[src/rtl/altera_tse_gxb_aligned_rxsync_mc_pkg.sv]
// Shared definitions for the GXB receive-side sync aligner.
// Holds the special code-group values, the per-channel word record that
// travels down the alignment pipeline, the idle word forced onto unsynced
// outputs, and the carrier-detect next-value rule.
package altera_tse_gxb_aligned_rxsync_mc_pkg;

   localparam logic [7:0] K28_5 = 8'hBC;  // comma
   localparam logic [7:0] K27_7 = 8'hFB;  // start-of-packet /S/

   // One channel's decoded byte plus its status flags.
   typedef struct packed {
      logic       sync;
      logic [7:0] data;
      logic       ctrl;
      logic       err;
      logic       disp;
      logic       del;
      logic       ins;
   } rx_word_t;

   // Idle field values presented while a word is not synced.
   localparam logic [7:0] IDLE_DATA = 8'h00;
   localparam logic       IDLE_CTRL = 1'b0;
   localparam logic       IDLE_ERR  = 1'b1;
   localparam logic       IDLE_DISP = 1'b1;
   localparam logic       IDLE_RMF  = 1'b0;

   localparam rx_word_t IDLE_WORD = '{sync: 1'b0, data: IDLE_DATA, ctrl: IDLE_CTRL,
                                      err: IDLE_ERR, disp: IDLE_DISP,
                                      del: IDLE_RMF, ins: IDLE_RMF};

   // Carrier rule applied to the word currently on the output side.
   // Losing sync always reports carrier; a comma ends it; /S/ or a
   // code-group error (false carrier) starts it; anything else holds.
   function automatic logic carrier_next(input rx_word_t w, input logic cur);
      logic nxt;
      nxt = cur;
      if (!w.sync)                         nxt = 1'b1;
      else if (w.ctrl && w.data == K28_5)  nxt = 1'b0;
      else if (w.ctrl && w.data == K27_7)  nxt = 1'b1;
      else if (w.err)                      nxt = 1'b1;
      return nxt;
   endfunction

endpackage

[src/rtl/altera_tse_gxb_aligned_rxsync_mc_if.sv]
// Bundle of the GXB-side (alt_*) inputs and the aligned (altpcs_*) outputs
// for NUM_CH channels; channel c owns bit c, or byte [8c+7:8c] of the data.
//   master : the GXB/consumer side, drives alt_*, receives altpcs_*
//   slave  : the aligner, receives alt_*, drives altpcs_*
// Stream semantics: there is no valid/ready pair. Every clk edge carries
// exactly one word per channel in each direction and neither side can stall
// the other; altpcs_sync is the only qualifier of an output word.
interface altera_tse_gxb_aligned_rxsync_mc_if #(
   parameter int NUM_CH = 1
);
   logic [8*NUM_CH-1:0] alt_dataout;
   logic [NUM_CH-1:0]   alt_sync;
   logic [NUM_CH-1:0]   alt_ctrldetect;
   logic [NUM_CH-1:0]   alt_errdetect;
   logic [NUM_CH-1:0]   alt_disperr;
   logic [NUM_CH-1:0]   alt_patterndetect;
   logic [NUM_CH-1:0]   alt_rmfifodatadeleted;
   logic [NUM_CH-1:0]   alt_rmfifodatainserted;

   logic [8*NUM_CH-1:0] altpcs_dataout;
   logic [NUM_CH-1:0]   altpcs_sync;
   logic [NUM_CH-1:0]   altpcs_ctrldetect;
   logic [NUM_CH-1:0]   altpcs_errdetect;
   logic [NUM_CH-1:0]   altpcs_disperr;
   logic [NUM_CH-1:0]   altpcs_rmfifodatadeleted;
   logic [NUM_CH-1:0]   altpcs_rmfifodatainserted;
   logic [NUM_CH-1:0]   altpcs_carrierdetect;

   modport master (
      output alt_dataout, alt_sync, alt_ctrldetect, alt_errdetect, alt_disperr,
             alt_patterndetect, alt_rmfifodatadeleted, alt_rmfifodatainserted,
      input  altpcs_dataout, altpcs_sync, altpcs_ctrldetect, altpcs_errdetect,
             altpcs_disperr, altpcs_rmfifodatadeleted, altpcs_rmfifodatainserted,
             altpcs_carrierdetect
   );

   modport slave (
      input  alt_dataout, alt_sync, alt_ctrldetect, alt_errdetect, alt_disperr,
             alt_patterndetect, alt_rmfifodatadeleted, alt_rmfifodatainserted,
      output altpcs_dataout, altpcs_sync, altpcs_ctrldetect, altpcs_errdetect,
             altpcs_disperr, altpcs_rmfifodatadeleted, altpcs_rmfifodatainserted,
             altpcs_carrierdetect
   );
endinterface

[src/rtl/altera_tse_gxb_rxsync_lane.sv]
// One receive channel: sync debounce, PIPE_DEPTH-stage alignment pipeline,
// optional idle masking of unsynced words, saturating error counter and
// registered carrier detect.
// Ports:
//   clk, reset_n     clock, asynchronous active-low reset
//   in_word          GXB word; in_word.sync is the raw alt_sync
//   err_cnt_clr      synchronous counter clear (wins over increment)
//   out_word         aligned word; out_word.sync is the qualified sync
//   carrierdetect    carrier status, one cycle behind out_word
//   err_cnt          saturating count of errored synced output words
module altera_tse_gxb_rxsync_lane
   import altera_tse_gxb_aligned_rxsync_mc_pkg::*;
#(
   parameter int PIPE_DEPTH    = 2,
   parameter int SYNC_DEBOUNCE = 4,
   parameter int ERR_CNT_W     = 16,
   parameter int MASK_UNSYNCED = 1
) (
   input  logic                 clk,
   input  logic                 reset_n,
   input  rx_word_t             in_word,
   input  logic                 err_cnt_clr,
   output rx_word_t             out_word,
   output logic                 carrierdetect,
   output logic [ERR_CNT_W-1:0] err_cnt
);

   localparam logic [7:0] DB_MAX = 8'(SYNC_DEBOUNCE);
   localparam bit         MASK   = (MASK_UNSYNCED != 0);

   logic [7:0] db_cnt;
   logic       qual_sync;
   rx_word_t   stage_word;
   rx_word_t   pipe_q [PIPE_DEPTH];
   rx_word_t   tail;
   logic       err_hit;

   // Qualification uses the counter value before this cycle's increment,
   // so SYNC_DEBOUNCE=0 qualifies on the first high cycle and any low
   // cycle disqualifies immediately.
   assign qual_sync = in_word.sync && (db_cnt == DB_MAX);

   always_ff @(posedge clk or negedge reset_n) begin
      if (!reset_n)             db_cnt <= 8'd0;
      else if (!in_word.sync)   db_cnt <= 8'd0;
      else if (db_cnt != DB_MAX) db_cnt <= db_cnt + 8'd1;
   end

   always_comb begin
      stage_word      = in_word;
      stage_word.sync = qual_sync;
   end

   always_ff @(posedge clk or negedge reset_n) begin
      if (!reset_n) begin
         for (int i = 0; i < PIPE_DEPTH; i++) pipe_q[i] <= IDLE_WORD;
      end else begin
         pipe_q[0] <= stage_word;
         for (int i = 1; i < PIPE_DEPTH; i++) pipe_q[i] <= pipe_q[i-1];
      end
   end

   assign tail     = pipe_q[PIPE_DEPTH-1];
   assign out_word = (MASK && !tail.sync) ? IDLE_WORD : tail;

   // Counter and carrier both look at the word as presented on the output.
   assign err_hit = out_word.sync && (out_word.err || out_word.disp);

   always_ff @(posedge clk or negedge reset_n) begin
      if (!reset_n)                 err_cnt <= '0;
      else if (err_cnt_clr)         err_cnt <= '0;
      else if (err_hit && !(&err_cnt)) err_cnt <= err_cnt + ERR_CNT_W'(1);
   end

   always_ff @(posedge clk or negedge reset_n) begin
      if (!reset_n) carrierdetect <= 1'b1;
      else          carrierdetect <= carrier_next(out_word, carrierdetect);
   end

endmodule

[src/rtl/altera_tse_gxb_aligned_rxsync_mc.sv]
// Multi-channel GXB receive sync aligner. Each of NUM_CH channels is an
// independent altera_tse_gxb_rxsync_lane; this level only slices the
// interface vectors per channel.
// Ports:
//   clk, reset_n   single clock, asynchronous active-low reset
//   rx             alt_* inputs / altpcs_* aligned outputs (slave side);
//                  its NUM_CH must match this module's NUM_CH
//   err_cnt_clr    per-channel synchronous error counter clear
//   err_cnt        per-channel saturating error count, ERR_CNT_W bits each
// alt_patterndetect is carried on the interface for pin compatibility but
// has no function in the aligner.
module altera_tse_gxb_aligned_rxsync_mc
   import altera_tse_gxb_aligned_rxsync_mc_pkg::*;
#(
   parameter int NUM_CH        = 1,
   parameter int PIPE_DEPTH    = 2,
   parameter int SYNC_DEBOUNCE = 4,
   parameter int ERR_CNT_W     = 16,
   parameter int MASK_UNSYNCED = 1
) (
   input  logic                        clk,
   input  logic                        reset_n,
   altera_tse_gxb_aligned_rxsync_mc_if.slave rx,
   input  logic [NUM_CH-1:0]           err_cnt_clr,
   output logic [ERR_CNT_W*NUM_CH-1:0] err_cnt
);

   for (genvar c = 0; c < NUM_CH; c++) begin : g_lane
      rx_word_t in_w;
      rx_word_t out_w;

      always_comb begin
         in_w      = '0;
         in_w.sync = rx.alt_sync[c];
         in_w.data = rx.alt_dataout[8*c +: 8];
         in_w.ctrl = rx.alt_ctrldetect[c];
         in_w.err  = rx.alt_errdetect[c];
         in_w.disp = rx.alt_disperr[c];
         in_w.del  = rx.alt_rmfifodatadeleted[c];
         in_w.ins  = rx.alt_rmfifodatainserted[c];
      end

      altera_tse_gxb_rxsync_lane #(
         .PIPE_DEPTH    (PIPE_DEPTH),
         .SYNC_DEBOUNCE (SYNC_DEBOUNCE),
         .ERR_CNT_W     (ERR_CNT_W),
         .MASK_UNSYNCED (MASK_UNSYNCED)
      ) u_lane (
         .clk           (clk),
         .reset_n       (reset_n),
         .in_word       (in_w),
         .err_cnt_clr   (err_cnt_clr[c]),
         .out_word      (out_w),
         .carrierdetect (rx.altpcs_carrierdetect[c]),
         .err_cnt       (err_cnt[ERR_CNT_W*c +: ERR_CNT_W])
      );

      assign rx.altpcs_sync[c]               = out_w.sync;
      assign rx.altpcs_dataout[8*c +: 8]     = out_w.data;
      assign rx.altpcs_ctrldetect[c]         = out_w.ctrl;
      assign rx.altpcs_errdetect[c]          = out_w.err;
      assign rx.altpcs_disperr[c]            = out_w.disp;
      assign rx.altpcs_rmfifodatadeleted[c]  = out_w.del;
      assign rx.altpcs_rmfifodatainserted[c] = out_w.ins;
   end

endmodule

[src/flat_wrapper.sv]
// flat-port wrapper written by rule: the top's interface ports become plain ports
module altera_tse_gxb_aligned_rxsync_mc_flat import altera_tse_gxb_aligned_rxsync_mc_pkg::*;
#(
   parameter int NUM_CH        = 1,
   parameter int PIPE_DEPTH    = 2,
   parameter int SYNC_DEBOUNCE = 4,
   parameter int ERR_CNT_W     = 16,
   parameter int MASK_UNSYNCED = 1
)
  (clk, reset_n, err_cnt_clr, err_cnt, rx_alt_dataout, rx_alt_sync, rx_alt_ctrldetect, rx_alt_errdetect, rx_alt_disperr, rx_alt_patterndetect, rx_alt_rmfifodatadeleted, rx_alt_rmfifodatainserted, rx_altpcs_dataout, rx_altpcs_sync, rx_altpcs_ctrldetect, rx_altpcs_errdetect, rx_altpcs_disperr, rx_altpcs_rmfifodatadeleted, rx_altpcs_rmfifodatainserted, rx_altpcs_carrierdetect);
  altera_tse_gxb_aligned_rxsync_mc_if #(.NUM_CH(NUM_CH)) rx_i ();
  input  logic clk;
  input  logic reset_n;
  input  logic [NUM_CH-1:0] err_cnt_clr;
  output logic [ERR_CNT_W*NUM_CH-1:0] err_cnt;
  input wire logic [$bits(rx_i.alt_dataout)-1:0] rx_alt_dataout;
  input wire logic [$bits(rx_i.alt_sync)-1:0] rx_alt_sync;
  input wire logic [$bits(rx_i.alt_ctrldetect)-1:0] rx_alt_ctrldetect;
  input wire logic [$bits(rx_i.alt_errdetect)-1:0] rx_alt_errdetect;
  input wire logic [$bits(rx_i.alt_disperr)-1:0] rx_alt_disperr;
  input wire logic [$bits(rx_i.alt_patterndetect)-1:0] rx_alt_patterndetect;
  input wire logic [$bits(rx_i.alt_rmfifodatadeleted)-1:0] rx_alt_rmfifodatadeleted;
  input wire logic [$bits(rx_i.alt_rmfifodatainserted)-1:0] rx_alt_rmfifodatainserted;
  output wire logic [$bits(rx_i.altpcs_dataout)-1:0] rx_altpcs_dataout;
  output wire logic [$bits(rx_i.altpcs_sync)-1:0] rx_altpcs_sync;
  output wire logic [$bits(rx_i.altpcs_ctrldetect)-1:0] rx_altpcs_ctrldetect;
  output wire logic [$bits(rx_i.altpcs_errdetect)-1:0] rx_altpcs_errdetect;
  output wire logic [$bits(rx_i.altpcs_disperr)-1:0] rx_altpcs_disperr;
  output wire logic [$bits(rx_i.altpcs_rmfifodatadeleted)-1:0] rx_altpcs_rmfifodatadeleted;
  output wire logic [$bits(rx_i.altpcs_rmfifodatainserted)-1:0] rx_altpcs_rmfifodatainserted;
  output wire logic [$bits(rx_i.altpcs_carrierdetect)-1:0] rx_altpcs_carrierdetect;
  assign rx_i.alt_dataout = rx_alt_dataout;
  assign rx_i.alt_sync = rx_alt_sync;
  assign rx_i.alt_ctrldetect = rx_alt_ctrldetect;
  assign rx_i.alt_errdetect = rx_alt_errdetect;
  assign rx_i.alt_disperr = rx_alt_disperr;
  assign rx_i.alt_patterndetect = rx_alt_patterndetect;
  assign rx_i.alt_rmfifodatadeleted = rx_alt_rmfifodatadeleted;
  assign rx_i.alt_rmfifodatainserted = rx_alt_rmfifodatainserted;
  assign rx_altpcs_dataout = rx_i.altpcs_dataout;
  assign rx_altpcs_sync = rx_i.altpcs_sync;
  assign rx_altpcs_ctrldetect = rx_i.altpcs_ctrldetect;
  assign rx_altpcs_errdetect = rx_i.altpcs_errdetect;
  assign rx_altpcs_disperr = rx_i.altpcs_disperr;
  assign rx_altpcs_rmfifodatadeleted = rx_i.altpcs_rmfifodatadeleted;
  assign rx_altpcs_rmfifodatainserted = rx_i.altpcs_rmfifodatainserted;
  assign rx_altpcs_carrierdetect = rx_i.altpcs_carrierdetect;
  altera_tse_gxb_aligned_rxsync_mc #(.NUM_CH(NUM_CH), .PIPE_DEPTH(PIPE_DEPTH), .SYNC_DEBOUNCE(SYNC_DEBOUNCE), .ERR_CNT_W(ERR_CNT_W), .MASK_UNSYNCED(MASK_UNSYNCED)) u_core (.clk(clk), .reset_n(reset_n), .rx(rx_i), .err_cnt_clr(err_cnt_clr), .err_cnt(err_cnt));
endmodule
[config.mk]
export PLATFORM = sky130hd
export DESIGN_NAME = altera_tse_gxb_aligned_rxsync_mc_flat
export DESIGN_NICKNAME = d
export VERILOG_FILES = /design/src/rtl/altera_tse_gxb_aligned_rxsync_mc_pkg.sv /design/src/rtl/altera_tse_gxb_aligned_rxsync_mc_if.sv /design/src/rtl/altera_tse_gxb_rxsync_lane.sv /design/src/rtl/altera_tse_gxb_aligned_rxsync_mc.sv /design/src/flat_wrapper.sv
export SDC_FILE = /design/constraint.sdc
export NUM_CORES = 1
export LEC_CHECK = 0
export CORE_MARGIN = 2
export CORE_UTILIZATION = 54
export CTS_CLUSTER_DIAMETER = 100
export DETAILED_ROUTE_END_ITERATION = 12
export PLACE_DENSITY = 0.9
export SKIP_LAST_GASP = 1
export SYNTH_ARGS = -nofsm -noshare
export SYNTH_HDL_FRONTEND = slang
export SYNTH_SLANG_ARGS = --single-unit
[constraint.sdc]
create_clock -name clk -period 3.6 [get_ports clk]
set_clock_uncertainty 0.15 [all_clocks]
set_input_delay 0.36 -clock clk [delete_from_list [all_inputs] [get_ports clk]]
set_output_delay 0.36 -clock clk [all_outputs]
set_load 0.01 [all_outputs]
==> results.py <==
metrics = {
    "setup_path": {
        "crit_required_ns": 3.65,
        "cp_max_fo": 12,
        "startpoint": "u_core.g_lane[0].u_lane.err_cnt[0]$_DFFE_PN0P_",
        "r2r.worst_path.cells": 5,
        "cp-start-kind": "flop",
        "r2r_start": "u_core.g_lane[0].u_lane.err_cnt[0]$_DFFE_PN0P_",
        "crit_slowest_cell": "nor4_4",
        "critPathKind": "reg -> reg",
        "timing.rr.end": "u_core.g_lane[0].u_lane.err_cnt[13]$_DFFE_PN0P_",
        "cp-end-kind": "flop",
        "path_cells": "ha_1, nand3_2, nor4_4, a211oi_2, mux2_4",
        "arrival_ns": 2.36,
        "rrSetupSlack_ns": 1.29,
        "max_stage_delay_ns": 0.69,
    },
    "synth": {
        "yosys_warnings": 0,
        "synth_cell_types": 50,
        "ys_seq_elements": 53,
        "synth-seq-area-share_pct": 58.39,
        "syn_nets": 214,
        "synth_cells": 193,
        "async_flop_share_pct": 100.0,
        "synth_edf_count": 0,
        "synthFlopType": "dfrtp_1",
        "synth_area_um2": 2282,
        "syn_avg_cell_area_um2": 11.82,
    },
    "hold_path": {
        "holdPathStages": 0,
        "min-delay-start": "u_core.g_lane[0].u_lane.pipe_q[17]$_DFF_PN1_",
        "hold_path.class": "reg -> reg",
        "holdPathEnd": "u_core.g_lane[0].u_lane.pipe_q[3]$_DFF_PN1_",
    },
    "global_route": {
        "grtUsageTotal_pct": 19.16,
        "antenna_found_initial": 0,
        "grt_overflow_total": 0,
        "grt_max_degree": 30,
        "grt_pass1_wl_um": 7334,
        "grt_pass1_vias": 1630,
    },
    "timing": {
        "setup_tns_ns": 0,
        "max_slew_margin_pct": 48.69,
        "finalMaxSlewViolations": 0,
        "rsz0062_at_grt": "no",
        "period_minus_slack_ns": 2.306,
        "worst_pin_slew_ns": 0.7639,
        "clock.fmax_mhz": 433.6,
        "fin_crit_sh_pct": 64.07,
        "hold_violations": 0,
        "setup_viol_count_final": 0,
    },
    "detailed_routing": {
        "vias_per_cell": 5.644,
        "finalWirelength_um": 4246,
        "via_count": 1665,
        "drc_errors": 0,
        "wire_per_inst_um": 14.39,
        "drtPass1Iterations": 4,
        "drt_iter0_markers": 86,
        "drtAntennaViolNets": 0,
    },
    "layout": {
        "nets": 265,
        "final_area_um2": 2893,
        "final_util_pct": 71.80,
        "final_cell_mix": "48 x dfrtp_1, 46 x clkdlybuf4s50_1, 15 x nor2_1",
        "final_common_cell": "dfrtp_1",
        "final_cells": 295,
        "area_growth_pct": 26.75,
        "antenna_cells": 0,
        "drive_above_1_share_pct": 13.06,
    },
    "clock_network": {
        "cts_root_buf": "clkbuf_8",
        "cts.sinks": 53,
        "clockBufferDepth": 2,
        "path_clk_slew_ns": 0.09,
        "post_cts.repair.setup_buffers": 0,
        "h-tree-depth": 2,
        "cts_tree": "done",
        "cts_made_buffers": 5,
        "clock_latency_ns": 0.30,
    },
    "place": {
        "dpl_cell_area_um2": 2783,
        "dp_cells": 286,
        "hpwl_um": 3127,
        "port_buffers": 47,
        "gp_congestion": 0.8214,
    },
    "power": {
        "ir_drop_uv": 388.2,
        "power_per_cell_area_nw_per_um2": 361.3,
        "p_leak_nw": 1.186,
        "total_power_mw": 1.045,
    },
    "run": {
        "maxCapViolCount": 0,
    },
    "status": {
        "status": "finished clean",
    },
    "floorplan": {
        "io_pins": 49,
        "die_w_um": 69.01,
        "placementRows": 23,
        "dieArea_um2": 4762,
        "start_util_pct": 56.65,
        "die_h_um": 69.01,
        "coreArea_um2": 4029,
    },
}
==> how the worst max path moves through the flow <==
stage	end	slack (ns)	cells after the start
5_1_grt	u_core.g_lane[0].u_lane.err_cnt[6]$_DFFE_PN0P_	1.13	5
6_report	u_core.g_lane[0].u_lane.err_cnt[13]$_DFFE_PN0P_	1.29	5
3_5_place_dp	u_core.g_lane[0].u_lane.err_cnt[13]$_DFFE_PN0P_	1.31	5
4_1_cts	u_core.g_lane[0].u_lane.err_cnt[13]$_DFFE_PN0P_	1.28	5
2_1_floorplan	u_core.g_lane[0].u_lane.err_cnt[12]$_DFFE_PN0P_	1.61	5
3_3_place_gp	u_core.g_lane[0].u_lane.err_cnt[13]$_DFFE_PN0P_	1.35	5
==> worst max-delay path: cells and delay by family, from the launching register on <==
kind | cells | cell delay, ns
mux | 1 | 0.32
flops | 1 | 0.41
simple gates | 2 | 0.87
fa+ha+maj | 1 | 0.28
compound gates | 1 | 0.17
==> synthesized netlist by cell type, drive strengths merged (4+ instances only) <==
cell    count  share of area [%]
a21oi      13                3.7
and2       11                3.0
dfrtp      48                 53
dfstp       5                5.8
inv         5               0.82
mux2        5                2.8
nand2       9                1.6
nand2b      5                1.4
nand3      11                2.9
nand4       5                1.6
nor2       15                2.5
nor2b       5                1.4
o21ai       5                1.3
or4         6                2.0
xor2        4                1.5
==> cells by family (layout without fill, tap and decap cells) <==
kind of cell	after synthesis	in the layout	synth area share (%)
multiplexers	7	7	3.673
AO/OA/AOI/OAI	32	32	10.09
AND/OR/NAND/NOR	83	83	21.93
buffers and inverters	10	62	2.357
adder cells (fa/ha/maj)	3	3	1.645
XOR/XNOR	5	5	1.919
flip-flops	53	53	58.39
==> timing repair <==
item	in CTS	in global routing
hold buffers	1	0
endpoints found under the hold margin	27	0
gates resized for setup	0	0
==> routing by layer <==
| layer | wire length, um | vias up | track usage (%) |
|---|---|---|---|
| met5 | 0 | - | 0 |
| met4 | 81 | 0 | 7.407 |
| met3 | 160 | 10 | 5.263 |
| met2 | 2210 | 41 | 32.05 |
| met1 | 1793 | 824 | 23.65 |
| li1 | - | 790 | - |
==> final cells by class <==
class / count / area [um^2]
Fill cell: 285 / 1136
Timing Repair Buffer: 49 / 483.0
Tap cell: 50 / 62.56
Clock buffer: 6 / 82.58
Inverter: 5 / 18.77
Sequential cell: 53 / 1333
Multi-Input combinational cell: 130 / 895.9
Clock inverter: 2 / 17.52
==> sequential cells by signal, indices dropped and copies added, names as in the netlist <==
| name | flops |
|---|---|
| u_core.g_lane.u_lane.carrierdetect | 1 |
| u_core.g_lane.u_lane.pipe_q | 28 |
| u_core.g_lane.u_lane.db_cnt | 8 |
| u_core.g_lane.u_lane.err_cnt | 16 |
==> through the flow <==
| stage | setup slack [ns] | hold WS (ns) |
|---|---|---|
| final | 1.294 | 0.2082 |
| after global routing | 1.130 | 0.2090 |
| after CTS | 1.277 | 0.2071 |
| after detailed placement | 1.308 | 0.1865 |
| after global placement | 1.346 | 0.1819 |
| after floorplan | 1.614 | -0.08559 |
==> power by group <==
part | total [mW] | internal (mW) | leakage (nW) | switching (mW)
registers | 0.631 | 0.617 | 0.670 | 0.0137
clock network | 0.348 | 0.160 | 0.0518 | 0.188
logic | 0.0667 | 0.0338 | 0.465 | 0.0329
(Power assumes the default switching activity.)
